**src/rtl/dcache_pkg.sv**
```systemverilog
// Shared widths, FSM state codes and address helpers for the direct-mapped write-through data cache.
// Width/state macros stand in for the shared define.v and are guarded so an existing copy takes precedence.
`ifndef WORD_SIZE
`define WORD_SIZE 32
`endif
`ifndef BLOCK_SIZE
`define BLOCK_SIZE 32
`endif
`ifndef BYTE_SIZE
`define BYTE_SIZE 8
`endif
`ifndef DC_IDLE
`define DC_IDLE    2'd0
`define DC_FILL    2'd1
`define DC_CAPTURE 2'd2
`define DC_WRITE   2'd3
`endif

package dcache_pkg;
    typedef logic [`WORD_SIZE-1:0]  addr_t;
    typedef logic [`BLOCK_SIZE-1:0] block_t;

    // A line is two memory blocks.
    localparam int LINE_BYTES = 2 * `BLOCK_SIZE / `BYTE_SIZE;

    function automatic addr_t line_base(input addr_t a);
        return a & ~addr_t'(LINE_BYTES - 1);
    endfunction

    function automatic addr_t word_addr(input addr_t a);
        return {a[`WORD_SIZE-1:2], 2'b00};
    endfunction
endpackage

```
**src/rtl/dcache_if.sv**
```systemverilog
// CPU load/store port and datamem block port of the data cache, bundled as one interface.
interface dcache_if;
    import dcache_pkg::*;

    // cpu_req is held with stable fields until the single-cycle cpu_ready pulse;
    // mem_out1/mem_out2 are the blocks at mem_addr and mem_addr+4 one edge after mem_addr is presented.
    logic   cpu_req;
    logic   cpu_we;
    addr_t  cpu_addr;
    block_t cpu_wdata;
    block_t cpu_rdata;
    logic   cpu_ready;
    addr_t  mem_addr;
    logic   mem_we;
    block_t mem_wdata;
    block_t mem_out1;
    block_t mem_out2;

    modport master (
        output cpu_req, cpu_we, cpu_addr, cpu_wdata, mem_out1, mem_out2,
        input  cpu_rdata, cpu_ready, mem_addr, mem_we, mem_wdata
    );

    modport slave (
        input  cpu_req, cpu_we, cpu_addr, cpu_wdata, mem_out1, mem_out2,
        output cpu_rdata, cpu_ready, mem_addr, mem_we, mem_wdata
    );
endinterface

```
**src/rtl/dcache_array.sv**
```systemverilog
// Valid/tag/data storage for the data cache: one combinational read port, one line-or-block write port.
// Only the valid bits are reset; tags and data hold whatever was last written.
module dcache_array
    import dcache_pkg::*;
#(
    parameter  int LINES = 16,
    localparam int IW    = $clog2(LINES),
    localparam int TW    = `WORD_SIZE - IW - 3
) (
    input  logic          clk,
    input  logic          rst_n,
    input  logic [IW-1:0] rd_idx,
    output logic          rd_valid,
    output logic [TW-1:0] rd_tag,
    output block_t        rd_blk0,
    output block_t        rd_blk1,
    input  logic          wr_line,
    input  logic          wr_blk,
    input  logic [IW-1:0] wr_idx,
    input  logic [TW-1:0] wr_tag,
    input  logic          wr_sel,
    input  block_t        wr_data0,
    input  block_t        wr_data1
);
    logic [LINES-1:0] valid_q, valid_d;
    logic [TW-1:0]    tag_q  [LINES];
    block_t           blk0_q [LINES];
    block_t           blk1_q [LINES];

    always_comb begin
        valid_d = valid_q;
        if (wr_line) valid_d[wr_idx] = 1'b1;
    end

    always_ff @(posedge clk or negedge rst_n) begin
        if (!rst_n) valid_q <= '0;
        else        valid_q <= valid_d;
    end

    // A block write only patches data in a line that is already valid; it never touches the tag.
    always_ff @(posedge clk) begin
        if (wr_line) begin
            tag_q[wr_idx]  <= wr_tag;
            blk0_q[wr_idx] <= wr_data0;
            blk1_q[wr_idx] <= wr_data1;
        end else if (wr_blk) begin
            if (wr_sel) blk1_q[wr_idx] <= wr_data0;
            else        blk0_q[wr_idx] <= wr_data0;
        end
    end

    assign rd_valid = valid_q[rd_idx];
    assign rd_tag   = tag_q[rd_idx];
    assign rd_blk0  = blk0_q[rd_idx];
    assign rd_blk1  = blk1_q[rd_idx];
endmodule

```
**src/rtl/dcache.sv**
```systemverilog
// Direct-mapped, write-through, no-write-allocate data cache in front of datamem; all outputs registered.
// Defining DCACHE_STATS_EN adds hit_cnt/miss_cnt load counters.
module dcache
    import dcache_pkg::*;
#(
    parameter int LINES = 16
) (
    input  logic        clk,
    input  logic        rst_n,
    dcache_if.slave     bus,
    output logic [1:0]  dbg_state
`ifdef DCACHE_STATS_EN
    ,
    output logic [31:0] hit_cnt,
    output logic [31:0] miss_cnt
`endif
);
    localparam int IW = $clog2(LINES);
    localparam int TW = `WORD_SIZE - IW - 3;

    localparam logic [1:0] S_IDLE    = `DC_IDLE;
    localparam logic [1:0] S_FILL    = `DC_FILL;
    localparam logic [1:0] S_CAPTURE = `DC_CAPTURE;
    localparam logic [1:0] S_WRITE   = `DC_WRITE;

    logic [1:0] state_q, state_d;
    block_t     cpu_rdata_q, cpu_rdata_d;
    logic       cpu_ready_q, cpu_ready_d;
    addr_t      mem_addr_q, mem_addr_d;
    logic       mem_we_q, mem_we_d;
    block_t     mem_wdata_q, mem_wdata_d;

    logic [IW-1:0] idx;
    logic [TW-1:0] tag;
    logic          rd_valid, hit, accept;
    logic [TW-1:0] rd_tag;
    block_t        rd_blk0, rd_blk1;
    logic          wr_line, wr_blk;
    block_t        wr_data0, wr_data1;

    // cpu_addr is held stable for the whole transaction, so index/tag are taken from it in every state.
    assign idx    = bus.cpu_addr[IW+2:3];
    assign tag    = bus.cpu_addr[`WORD_SIZE-1:IW+3];
    assign hit    = rd_valid && (rd_tag == tag);
    assign accept = (state_q == S_IDLE) && bus.cpu_req && !cpu_ready_q;

    dcache_array #(.LINES(LINES)) u_array (
        .clk      (clk),
        .rst_n    (rst_n),
        .rd_idx   (idx),
        .rd_valid (rd_valid),
        .rd_tag   (rd_tag),
        .rd_blk0  (rd_blk0),
        .rd_blk1  (rd_blk1),
        .wr_line  (wr_line),
        .wr_blk   (wr_blk),
        .wr_idx   (idx),
        .wr_tag   (tag),
        .wr_sel   (bus.cpu_addr[2]),
        .wr_data0 (wr_data0),
        .wr_data1 (wr_data1)
    );

    always_comb begin
        state_d     = state_q;
        cpu_rdata_d = cpu_rdata_q;
        cpu_ready_d = 1'b0;
        mem_addr_d  = mem_addr_q;
        mem_we_d    = 1'b0;
        mem_wdata_d = mem_wdata_q;
        wr_line     = 1'b0;
        wr_blk      = 1'b0;
        wr_data0    = bus.cpu_wdata;
        wr_data1    = bus.cpu_wdata;
        case (state_q)
            S_IDLE: begin
                if (accept) begin
                    if (bus.cpu_we) begin
                        mem_addr_d  = word_addr(bus.cpu_addr);
                        mem_wdata_d = bus.cpu_wdata;
                        mem_we_d    = 1'b1;
                        wr_blk      = hit;
                        state_d     = S_WRITE;
                    end else if (hit) begin
                        cpu_rdata_d = bus.cpu_addr[2] ? rd_blk1 : rd_blk0;
                        cpu_ready_d = 1'b1;
                    end else begin
                        mem_addr_d = line_base(bus.cpu_addr);
                        state_d    = S_FILL;
                    end
                end
            end
            S_FILL: state_d = S_CAPTURE;
            S_CAPTURE: begin
                wr_line     = 1'b1;
                wr_data0    = bus.mem_out1;
                wr_data1    = bus.mem_out2;
                cpu_rdata_d = bus.cpu_addr[2] ? bus.mem_out2 : bus.mem_out1;
                cpu_ready_d = 1'b1;
                state_d     = S_IDLE;
            end
            S_WRITE: begin
                cpu_ready_d = 1'b1;
                state_d     = S_IDLE;
            end
            default: state_d = S_IDLE;
        endcase
    end

    always_ff @(posedge clk or negedge rst_n) begin
        if (!rst_n) begin
            state_q     <= S_IDLE;
            cpu_rdata_q <= '0;
            cpu_ready_q <= 1'b0;
            mem_addr_q  <= '0;
            mem_we_q    <= 1'b0;
            mem_wdata_q <= '0;
        end else begin
            state_q     <= state_d;
            cpu_rdata_q <= cpu_rdata_d;
            cpu_ready_q <= cpu_ready_d;
            mem_addr_q  <= mem_addr_d;
            mem_we_q    <= mem_we_d;
            mem_wdata_q <= mem_wdata_d;
        end
    end

    assign bus.cpu_rdata = cpu_rdata_q;
    assign bus.cpu_ready = cpu_ready_q;
    assign bus.mem_addr  = mem_addr_q;
    assign bus.mem_we    = mem_we_q;
    assign bus.mem_wdata = mem_wdata_q;
    assign dbg_state     = state_q;

`ifdef DCACHE_STATS_EN
    logic [31:0] hit_cnt_q, hit_cnt_d;
    logic [31:0] miss_cnt_q, miss_cnt_d;

    // Only loads are counted, classified at the accepting edge.
    always_comb begin
        hit_cnt_d  = hit_cnt_q;
        miss_cnt_d = miss_cnt_q;
        if (accept && !bus.cpu_we) begin
            if (hit) hit_cnt_d  = hit_cnt_q + 32'd1;
            else     miss_cnt_d = miss_cnt_q + 32'd1;
        end
    end

    always_ff @(posedge clk or negedge rst_n) begin
        if (!rst_n) begin
            hit_cnt_q  <= '0;
            miss_cnt_q <= '0;
        end else begin
            hit_cnt_q  <= hit_cnt_d;
            miss_cnt_q <= miss_cnt_d;
        end
    end

    assign hit_cnt  = hit_cnt_q;
    assign miss_cnt = miss_cnt_q;
`endif
endmodule
```
**src/flat_wrapper.sv**
```systemverilog
// flat-port wrapper written by rule: the top's interface ports become plain ports
module dcache_flat import dcache_pkg::*;
#(
    parameter int LINES = 16
)
  (clk, rst_n, dbg_state, bus_cpu_req, bus_cpu_we, bus_cpu_addr, bus_cpu_wdata, bus_mem_out1, bus_mem_out2, bus_cpu_rdata, bus_cpu_ready, bus_mem_addr, bus_mem_we, bus_mem_wdata);
  dcache_if bus_i ();
  input  logic clk;
  input  logic rst_n;
  output logic [1:0] dbg_state;
  input wire logic [$bits(bus_i.cpu_req)-1:0] bus_cpu_req;
  input wire logic [$bits(bus_i.cpu_we)-1:0] bus_cpu_we;
  input wire logic [$bits(bus_i.cpu_addr)-1:0] bus_cpu_addr;
  input wire logic [$bits(bus_i.cpu_wdata)-1:0] bus_cpu_wdata;
  input wire logic [$bits(bus_i.mem_out1)-1:0] bus_mem_out1;
  input wire logic [$bits(bus_i.mem_out2)-1:0] bus_mem_out2;
  output wire logic [$bits(bus_i.cpu_rdata)-1:0] bus_cpu_rdata;
  output wire logic [$bits(bus_i.cpu_ready)-1:0] bus_cpu_ready;
  output wire logic [$bits(bus_i.mem_addr)-1:0] bus_mem_addr;
  output wire logic [$bits(bus_i.mem_we)-1:0] bus_mem_we;
  output wire logic [$bits(bus_i.mem_wdata)-1:0] bus_mem_wdata;
  assign bus_i.cpu_req = bus_cpu_req;
  assign bus_i.cpu_we = bus_cpu_we;
  assign bus_i.cpu_addr = bus_cpu_addr;
  assign bus_i.cpu_wdata = bus_cpu_wdata;
  assign bus_i.mem_out1 = bus_mem_out1;
  assign bus_i.mem_out2 = bus_mem_out2;
  assign bus_cpu_rdata = bus_i.cpu_rdata;
  assign bus_cpu_ready = bus_i.cpu_ready;
  assign bus_mem_addr = bus_i.mem_addr;
  assign bus_mem_we = bus_i.mem_we;
  assign bus_mem_wdata = bus_i.mem_wdata;
  dcache #(.LINES(LINES)) u_core (.clk(clk), .rst_n(rst_n), .bus(bus_i), .dbg_state(dbg_state));
endmodule
```
**config.mk**
```make
export PLATFORM = sky130hd
export DESIGN_NAME = dcache_flat
export DESIGN_NICKNAME = d
export VERILOG_FILES = /design/src/rtl/dcache_pkg.sv /design/src/rtl/dcache_if.sv /design/src/rtl/dcache_array.sv /design/src/rtl/dcache.sv /design/src/flat_wrapper.sv
export SDC_FILE = /design/constraint.sdc
export NUM_CORES = 2
export LEC_CHECK = 0
export ABC_AREA = 1
export CAP_MARGIN = 15
export CELL_PAD_IN_SITES_DETAIL_PLACEMENT = 2
export CELL_PAD_IN_SITES_GLOBAL_PLACEMENT = 2
export CORE_UTILIZATION = 40
export CTS_CLUSTER_SIZE = 24
export DETAILED_ROUTE_END_ITERATION = 10
export PLACE_DENSITY_LB_ADDON = 0.1
export SLEW_MARGIN = 30
export SYNTH_ARGS = -nofsm -noshare
export SYNTH_HDL_FRONTEND = slang
export SYNTH_HIERARCHICAL = 1
export SYNTH_SLANG_ARGS = --single-unit
```
**constraint.sdc**
```tcl
create_clock -name clk -period 4.5 [get_ports clk]
set_input_delay 1.125 -clock clk [delete_from_list [all_inputs] [get_ports clk]]
set_output_delay 1.125 -clock clk [all_outputs]
set_load 0.01 [all_outputs]
```
Word level (Yosys, flattened, before mapping)
Memory sizes are Yosys's and may differ from the RTL's.
Cells that the tools add are included.
{"block": "totals", "inputBits": 132, "ramBits": 1424, "regBits": 116, "elab_cells": 77, "memories": 3}
{"memory": "u_core.u_array.blk0_q", "words": 16, "word_bits": 32, "read_ports": 1, "rd_ports_with_merged_regs": 0, "wr": 1, "line": "dcache_array.sv:27", "rtl": "block_t blk0_q [LINES];"}
{"memory": "u_core.u_array.blk1_q", "words": 16, "word_bits": 32, "read_ports": 1, "rd_ports_with_merged_regs": 0, "wr": 1, "line": "dcache_array.sv:28", "rtl": "block_t blk1_q [LINES];"}
{"memory": "u_core.u_array.tag_q", "words": 16, "word_bits": 25, "read_ports": 1, "rd_ports_with_merged_regs": 0, "wr": 1, "line": "dcache_array.sv:26", "rtl": "logic [TW-1:0] tag_q [LINES];"}
{"block": "op_classes", "eq_ne": 9, "mux": 41, "order_cmp": 2, "bitwise_logic": 3, "reduce_logical": 12}
{"op": "two-way mux 32 bit", "n": 11}
{"op": "case mux 32 bit (2 select lines)", "n": 1}
{"op": "== test 25 bit", "n": 1}
{"op": "two-way mux 1 bit", "n": 22}
{"op": "bitwise OR 16 bit", "n": 1}
{"op": "two-way mux 2 bit", "n": 3}
{"op": "case mux 2 bit (3 select lines)", "n": 1}
{"op": "AND reduction 3 bit", "n": 2}
{"op": "less-than comparator 4 x 5 -> 1 bit, second input constant", "n": 1}
{"op": "binary-select mux 1 bit (select 4 bit)", "n": 1}
{"op": "demux 1 bit (select 4 bit)", "n": 1}
{"op": "== test 2 bit, second input constant", "n": 2}
{"op": "greater-or-equal comparator 4 x 1 -> 1 bit, second input constant", "n": 1}
{"op": "logical AND 1 bit", "n": 4}
{"op": "!= test 2 x 1 -> 1 bit, second input constant", "n": 2}
{"op": "!= test 2 bit, second input constant", "n": 2}
{"op": "AND reduction 4 bit", "n": 1}
{"op": "!= test 3 bit, second input constant", "n": 1}
{"op": "== test 2 x 1 -> 1 bit, second input constant", "n": 1}
{"op": "logical NOT 2 bit", "n": 1}
{"op": "bitwise OR 1 bit", "n": 2}
{"op": "case mux 1 bit (2 select lines)", "n": 1}
{"op": "AND reduction 2 bit", "n": 1}
{"op": "nonzero test 2 bit", "n": 1}
{"op": "2 further kinds", "n": 2}

Logic depth before layout (Yosys ltp)
{"block": "logic_depth", "ltp_word": 10, "mapped_depth": 23}

Hierarchy
Netlist, hierarchy kept.
{"module": "dcache_array", "cells_each": 5933, "seq_area_each_um2": 43161.4, "area_per_inst_um2": 62503.7, "instances": 1}
{"module": "dcache", "cells_each": 950, "seq_area_each_um2": 2452.4, "area_per_inst_um2": 6044.5, "instances": 1}

Least setup slack after synthesis
OpenSTA, ideal clock, no wires.
{"block": "synth_timing", "path_type": "input to register", "from": "input bus_cpu_addr[3]", "to": "memory u_core/u_array/blk1_q[15][0] (netlist bit), enable pin", "setup_slack_ns": -0.330, "arrival_ns": 4.409, "cell_stages": 19, "cell_sequence": "buf_6 -> inv_8 -> buf_6 -> buf_6 -> nand2_1 -> nand2_1 -> nand2_1 -> nand3_1 -> nand3_1 -> nand2_1 -> inv_1 -> a21boi_0 -> nand2_1 -> nor2_1 -> nand3_1 -> nor3_1 -> a21oi_1 -> buf_2 -> nor2_1"}
{"block": "synth_between", "elab_chain_len": 10, "word_cells_on_any_way": 12, "classes_between": "eq/ne: 1; mux: 8; bitwise: 1; reduce/logical: 1; memory: 1"}
{"element": "from (decl)", "line": "flat_wrapper.sv:13", "rtl": "input wire logic [$bits(bus_i.cpu_addr)-1:0] bus_cpu_addr;"}
{"element": "memory (16 x 25 bit)"}
{"element": "net u_core.rd_tag[18]", "line": "dcache.sv:36", "rtl": "logic [TW-1:0] rd_tag;"}
{"element": "== test 25 bit", "line": "dcache.sv:44", "rtl": "assign hit = rd_valid && (rd_tag == tag);"}
{"element": "logical AND 1 bit", "line": "dcache.sv:44"}
{"element": "two-way mux 1 bit", "line": "dcache.sv:78", "rtl": "if (bus.cpu_we) begin"}
{"element": "two-way mux 1 bit", "line": "dcache.sv:77", "rtl": "if (accept) begin"}
{"element": "two-way mux 1 bit", "line": "dcache.sv:75", "rtl": "case (state_q)"}
{"element": "net u_core.wr_blk", "line": "dcache.sv:38", "rtl": "logic wr_line, wr_blk;"}
{"element": "two-way mux 1 bit", "line": "dcache_array.sv:46", "rtl": "end else if (wr_blk) begin"}
{"element": "two-way mux 1 bit", "line": "dcache_array.sv:42", "rtl": "if (wr_line) begin"}
{"element": "two-way mux 1 bit (not written as such)", "line": "dcache_array.sv:47", "rtl": "if (wr_sel) blk1_q[wr_idx] <= wr_data0;"}
{"element": "bitwise OR 1 bit (no line)"}
{"element": "to (decl)", "line": "dcache_array.sv:28"}
The timed path passes the listed nets, and every way through them passes these cells. The select of a mux whose other input is x is not followed.

Final worst setup path
{"block": "layout_timing", "from": "input bus_cpu_addr[3]", "to": "memory u_core/u_array/blk1_q[11][16] (netlist bit) (data pin)"}
{"block": "layout_between", "elab_chain_len": 10, "word_cells_on_any_way": 12, "classes_between": "eq/ne: 1; mux: 9; reduce/logical: 1; memory: 1"}
{"element": "binary-select mux 1 bit (select 4 bit)", "line": "dcache_array.sv:52", "rtl": "assign rd_valid = valid_q[rd_idx];"}
{"element": "two-way mux 1 bit (not written as such)", "line": "dcache_array.sv:52"}
{"element": "net u_core.rd_valid", "line": "dcache.sv:35", "rtl": "logic rd_valid, hit, accept;"}
{"element": "logical AND 1 bit", "line": "dcache.sv:44"}
{"element": "two-way mux 1 bit", "line": "dcache.sv:78"}
{"element": "two-way mux 1 bit", "line": "dcache.sv:77"}
{"element": "two-way mux 1 bit", "line": "dcache.sv:75"}
{"element": "net u_core.wr_blk", "line": "dcache.sv:38"}
{"element": "two-way mux 1 bit", "line": "dcache_array.sv:46"}
{"element": "two-way mux 1 bit", "line": "dcache_array.sv:42"}
{"element": "two-way mux 1 bit (not written as such)", "line": "dcache_array.sv:47"}
{"element": "two-way mux 32 bit (no line)"}
The timed path passes the listed nets, and every way through them passes these cells. The select of a mux whose other input is x is not followed.

==> run summary <==
The run finished with clean final reports. The total number of yosys warnings is 6. Counting every sink on the clock net gives 1538.

Synthesis produced a netlist whose cell count is 6883. The worst ir drop on vdd came out at 0.393 mV. TritonCTS built the clock tree.

The die covers 173000 um2. The number of setup buffers added after CTS is 0. The time the final worst path needs with I/O delays and setup is 4040 ps. The share of the clock period used by the worst path after layout came out at 89.8%. In the post-synthesis netlist, the cell with the most instances is sky130_fd_sc_hd__nand2_1. The number of antenna violations at the first check in global routing came out at 12. The post-route netlist has 9.10% of its cells at a drive strength greater than 1. The required time at the endpoint of the critical path is 4950 ps. The clock transition at the registers of the reported paths is 60 ps. The final count of hold timing violations came to 0. Based on the critical path, the design can be clocked at up to 247 MHz. The net switching fraction of the power came out at 29.1%. Yosys mapped a number of flops with a built-in enable equal to 1424. The total wirelength of the detailed-routed design came out at 255000 um. The number of iterations in the first detailed-routing pass came out at 5. The mapped netlist covers 68500 um2. The detailed-route DRC error count came out at 0. The worst slew slack as a fraction of its limit is 31.5%. The aggregate global routing overflow came out at 0. The first-pass GRT wire length came out at 376000 um. The max-slew violation count came out at 0. The master cell of the clock root buffer is sky130_fd_sc_hd__clkbuf_16.

The total area of multi-input combinational cells is 16600 um2. The number of fill cells in the layout is 17400. The final worst clock skew came out at 25.3 ps. The post-synthesis register bit count is 1538. The reg2reg setup slack came out at 1000 ps. The post-detailed-route count of antenna-violating nets came out at 0.

The post-cts hold buffer count came out at 0. The number of global-route vias before repair is 57800. The violation count after the first detailed-route iteration is 3533. Cells fill 47.8% of the core in the end.

The final layout contains 7426 nets. The top cell type's share of synthesized area came out at 62.4%. The portion of total power attributed to the clock network came out at 35.3%.

Of the synthesized area, sequential elements account for 66.5%. The fraction of synthesis flops using an asynchronous set or reset pin came out at 7.41%. After detailed routing, the number of vias per cell comes to 5.35. The pin slew with the least headroom to its limit came out at 1030 ps.

Yosys attributes the largest share of cell area to sky130_fd_sc_hd__edfxtp_1, sky130_fd_sc_hd__nand2_1, sky130_fd_sc_hd__nand3_1. The sequential share of power is 46.1%. The vertical die dimension is 416 um.

The detailed-route wire length per cell came out at 26.4 um. The total of cells resized after clock tree synthesis is 0. The number of placement rows is 151. The final setup TNS came out at 0 ps. The most used flip-flop cell after synthesis is sky130_fd_sc_hd__edfxtp_1.

The initial utilization of the core area, before any placement, comes to 40.4%. The global placer's final weighted congestion is 0.815. The kind of end point of the critical path is a flop. For this design the total switching power over the nets is 11.2 mW. The arrival time reported for the critical path endpoint is 4490 ps. In the synthesized netlist, the cells that appear most often are sky130_fd_sc_hd__nand2_1, sky130_fd_sc_hd__edfxtp_1, sky130_fd_sc_hd__inv_1. The global-route usage over all layers is 29.4%. The maximum number of pins on one net before global-route repair came out at 163. Setup repair after global routing left no endpoint under its margin. Buffers inserted during clock tree synthesis total 174. The top fanout value on the critical path came out at 38. Each instance of the synthesized netlist takes up on average 9.96 um2.

sky130_fd_sc_hd__edfxtp_1 takes more of the synthesized area than any other cell. The path type of the worst setup path is in2reg. The floorplan die width is 416 um.

The H-tree level count came out at 4. The max-cap check violation count came out at 0. In this run the tool buffered the top-level ports with 227 buffer cells. The core region is 170000 um2. The share of total power in combinational logic is 18.6%. STA classifies the critical path startpoint as an input pin. Setup violations remaining at the end of the flow were counted as 0. The clock latency at the later pin of the worst-skew pair came out at 810 ps. Hold timing on the final database bottoms out at a slack of 307 ps. The internal portion of total power came out at 27.2 mW.

Detailed placement ended at an HPWL of 160000 um. The area occupied by registers is 45600 um2. The power density of the placed cells is 473 nW/um2. 232 I/O pins were placed. The via count of the routed design came out at 51700. The maximum root-to-sink buffer count came out at 3.

The layout overhead on the synthesized area is 18.5%. The leakage power total is 35.2 nW. The number of unique standard cell types used by synthesis is 31. The min-delay analysis places its worst path in the category in2async.
==> cells in the final DEF, fill, tap and decap left out, types with 2 or more instances in the layout <==
cell type                         instances
sky130_fd_sc_hd__a21oi_1                 32
sky130_fd_sc_hd__a21oi_4                  2
sky130_fd_sc_hd__a31oi_1                 32
sky130_fd_sc_hd__buf_12                 108
sky130_fd_sc_hd__buf_4                  255
sky130_fd_sc_hd__buf_6                    4
sky130_fd_sc_hd__buf_8                    3
sky130_fd_sc_hd__bufinv_16                4
sky130_fd_sc_hd__clkbuf_1                48
sky130_fd_sc_hd__clkbuf_16              176
sky130_fd_sc_hd__clkbuf_8                10
sky130_fd_sc_hd__clkdlybuf4s50_1        221
sky130_fd_sc_hd__clkinv_1                39
sky130_fd_sc_hd__clkinv_2                29
sky130_fd_sc_hd__clkinv_8                 3
sky130_fd_sc_hd__clkinvlp_4               3
sky130_fd_sc_hd__conb_1                   2
sky130_fd_sc_hd__dfrtp_1                114
sky130_fd_sc_hd__diode_2                  6
sky130_fd_sc_hd__edfxtp_1              1424
sky130_fd_sc_hd__inv_1                 1180
sky130_fd_sc_hd__inv_16                   3
sky130_fd_sc_hd__inv_2                    6
sky130_fd_sc_hd__inv_6                    9
sky130_fd_sc_hd__inv_8                    2
sky130_fd_sc_hd__mux2_1                  30
sky130_fd_sc_hd__mux2_2                   2
sky130_fd_sc_hd__nand2_1               2374
sky130_fd_sc_hd__nand3_1               1146
sky130_fd_sc_hd__nor2_1                  37
sky130_fd_sc_hd__nor2_4                  49
sky130_fd_sc_hd__o21ai_0                 51
sky130_fd_sc_hd__o21ai_1                 27
sky130_fd_sc_hd__o21ai_2                  3
==> flip-flops by register name, indices dropped and copies added, names as in the netlist, 2 cells and up <==
register	cells
u_core/bus.cpu_rdata	32
u_core/dbg_state	2
u_core/bus.mem_addr	30
u_core/bus.mem_wdata	32
u_core/u_array/valid_q	16
u_core/u_array/blk0_q	512
u_core/u_array/blk1_q	512
u_core/u_array/tag_q	400
==> area by class of cell <==
| type | count | share of cell area, % |
|---|---|---|
| clock buffers | 234 | 5.81 |
| repair buffers | 592 | 7.86 |
| well taps | 2218 | 3.42 |
| clock inverters | 87 | 0.726 |
| multi-input cells | 3796 | 20.4 |
| flip-flops and latches | 1538 | 56.2 |
| diodes | 6 | 0.0185 |
| inverters | 1192 | 5.59 |
==> metal layers <==
layer	vias up	global-route usage [%]	share of wire (%)
li1	23000	-	-
met2	1168	52.3	51
met4	6	12.3	4.0
met3	484	3.54	4.0
met1	27100	36.1	41
met5	-	0	0.016
==> metrics by stage <==
| stage | instances | power, mW | instance area (um2) | setup slack, ps |
|---|---|---|---|---|
| 2_1_floorplan | 6884 | 21.1 | 68600 | -330 |
| 3_3_place_gp | 9336 | 24.8 | 75900 | -133 |
| 3_5_place_dp | 9336 | 25.1 | 75900 | -207 |
| 4_1_cts | 9657 | 38.7 | 81200 | 579 |
| 5_1_grt | 9662 | 39.7 | 81200 | 365 |
| 6_report | 9663 | 38.4 | 81200 | 457 |
==> worst max-delay path: stages <==
cell and delay, ps:
sky130_fd_sc_hd__buf_8 160, sky130_fd_sc_hd__clkinv_16 190, sky130_fd_sc_hd__buf_12 220, sky130_fd_sc_hd__nand2_1 80
sky130_fd_sc_hd__nand3_1 90, sky130_fd_sc_hd__nand3_1 120, sky130_fd_sc_hd__nand3_1 100, sky130_fd_sc_hd__nand2_1 240
sky130_fd_sc_hd__a21boi_0 320, sky130_fd_sc_hd__nand2_1 120, sky130_fd_sc_hd__nor2_1 100, sky130_fd_sc_hd__nand3_1 150
sky130_fd_sc_hd__nor3_1 230, sky130_fd_sc_hd__buf_4 210, sky130_fd_sc_hd__nand3_2 130, sky130_fd_sc_hd__buf_12 200
sky130_fd_sc_hd__mux2_1 610
==> path summary, 6_finish.rpt <==
path / startpoint / endpoint / depth (start not counted)
max: bus_cpu_addr[3] / u_core/u_array/blk1_q[11][16] / 17
min: rst_n / u_core/bus.mem_addr[5] / 1
max reg2reg: u_core/u_array/valid_q[7] / u_core/u_array/blk1_q[11][16] / 15
min reg2reg: u_core/u_array/valid_q[4] / u_core/u_array/valid_q[4] / 2
max in group asynchronous: rst_n / u_core/bus.mem_wdata[2] / 2
min in group clk: u_core/u_array/valid_q[4] / u_core/u_array/valid_q[4] / 2
==> power groups by stage <==
stage	Sequential, mW	Clock (mW)	Combinational, mW
floorplan	18.1	0	2.93
global placement	18.0	0	6.82
detailed placement	18.0	0	7.12
CTS	17.7	13.8	7.19
global route	17.8	14.3	7.63
finish	17.7	13.6	7.17
==> kinds of logic (layout without fill, tap and decap cells) <==
kind of cell           after synthesis  after routing  share of synthesized area (%)
AO/OA/AOI/OAI                      148            148                           1.14
buffers and inverters             1550           2105                           9.85
AND/OR/NAND/NOR                   3613           3613                           21.9
flip-flops                        1538           1538                           66.5
multiplexers                        32             32                          0.526
other                                1              8                        0.00547
XOR/XNOR                             1              1                         0.0128
Power figures use the tool's default switching activity.
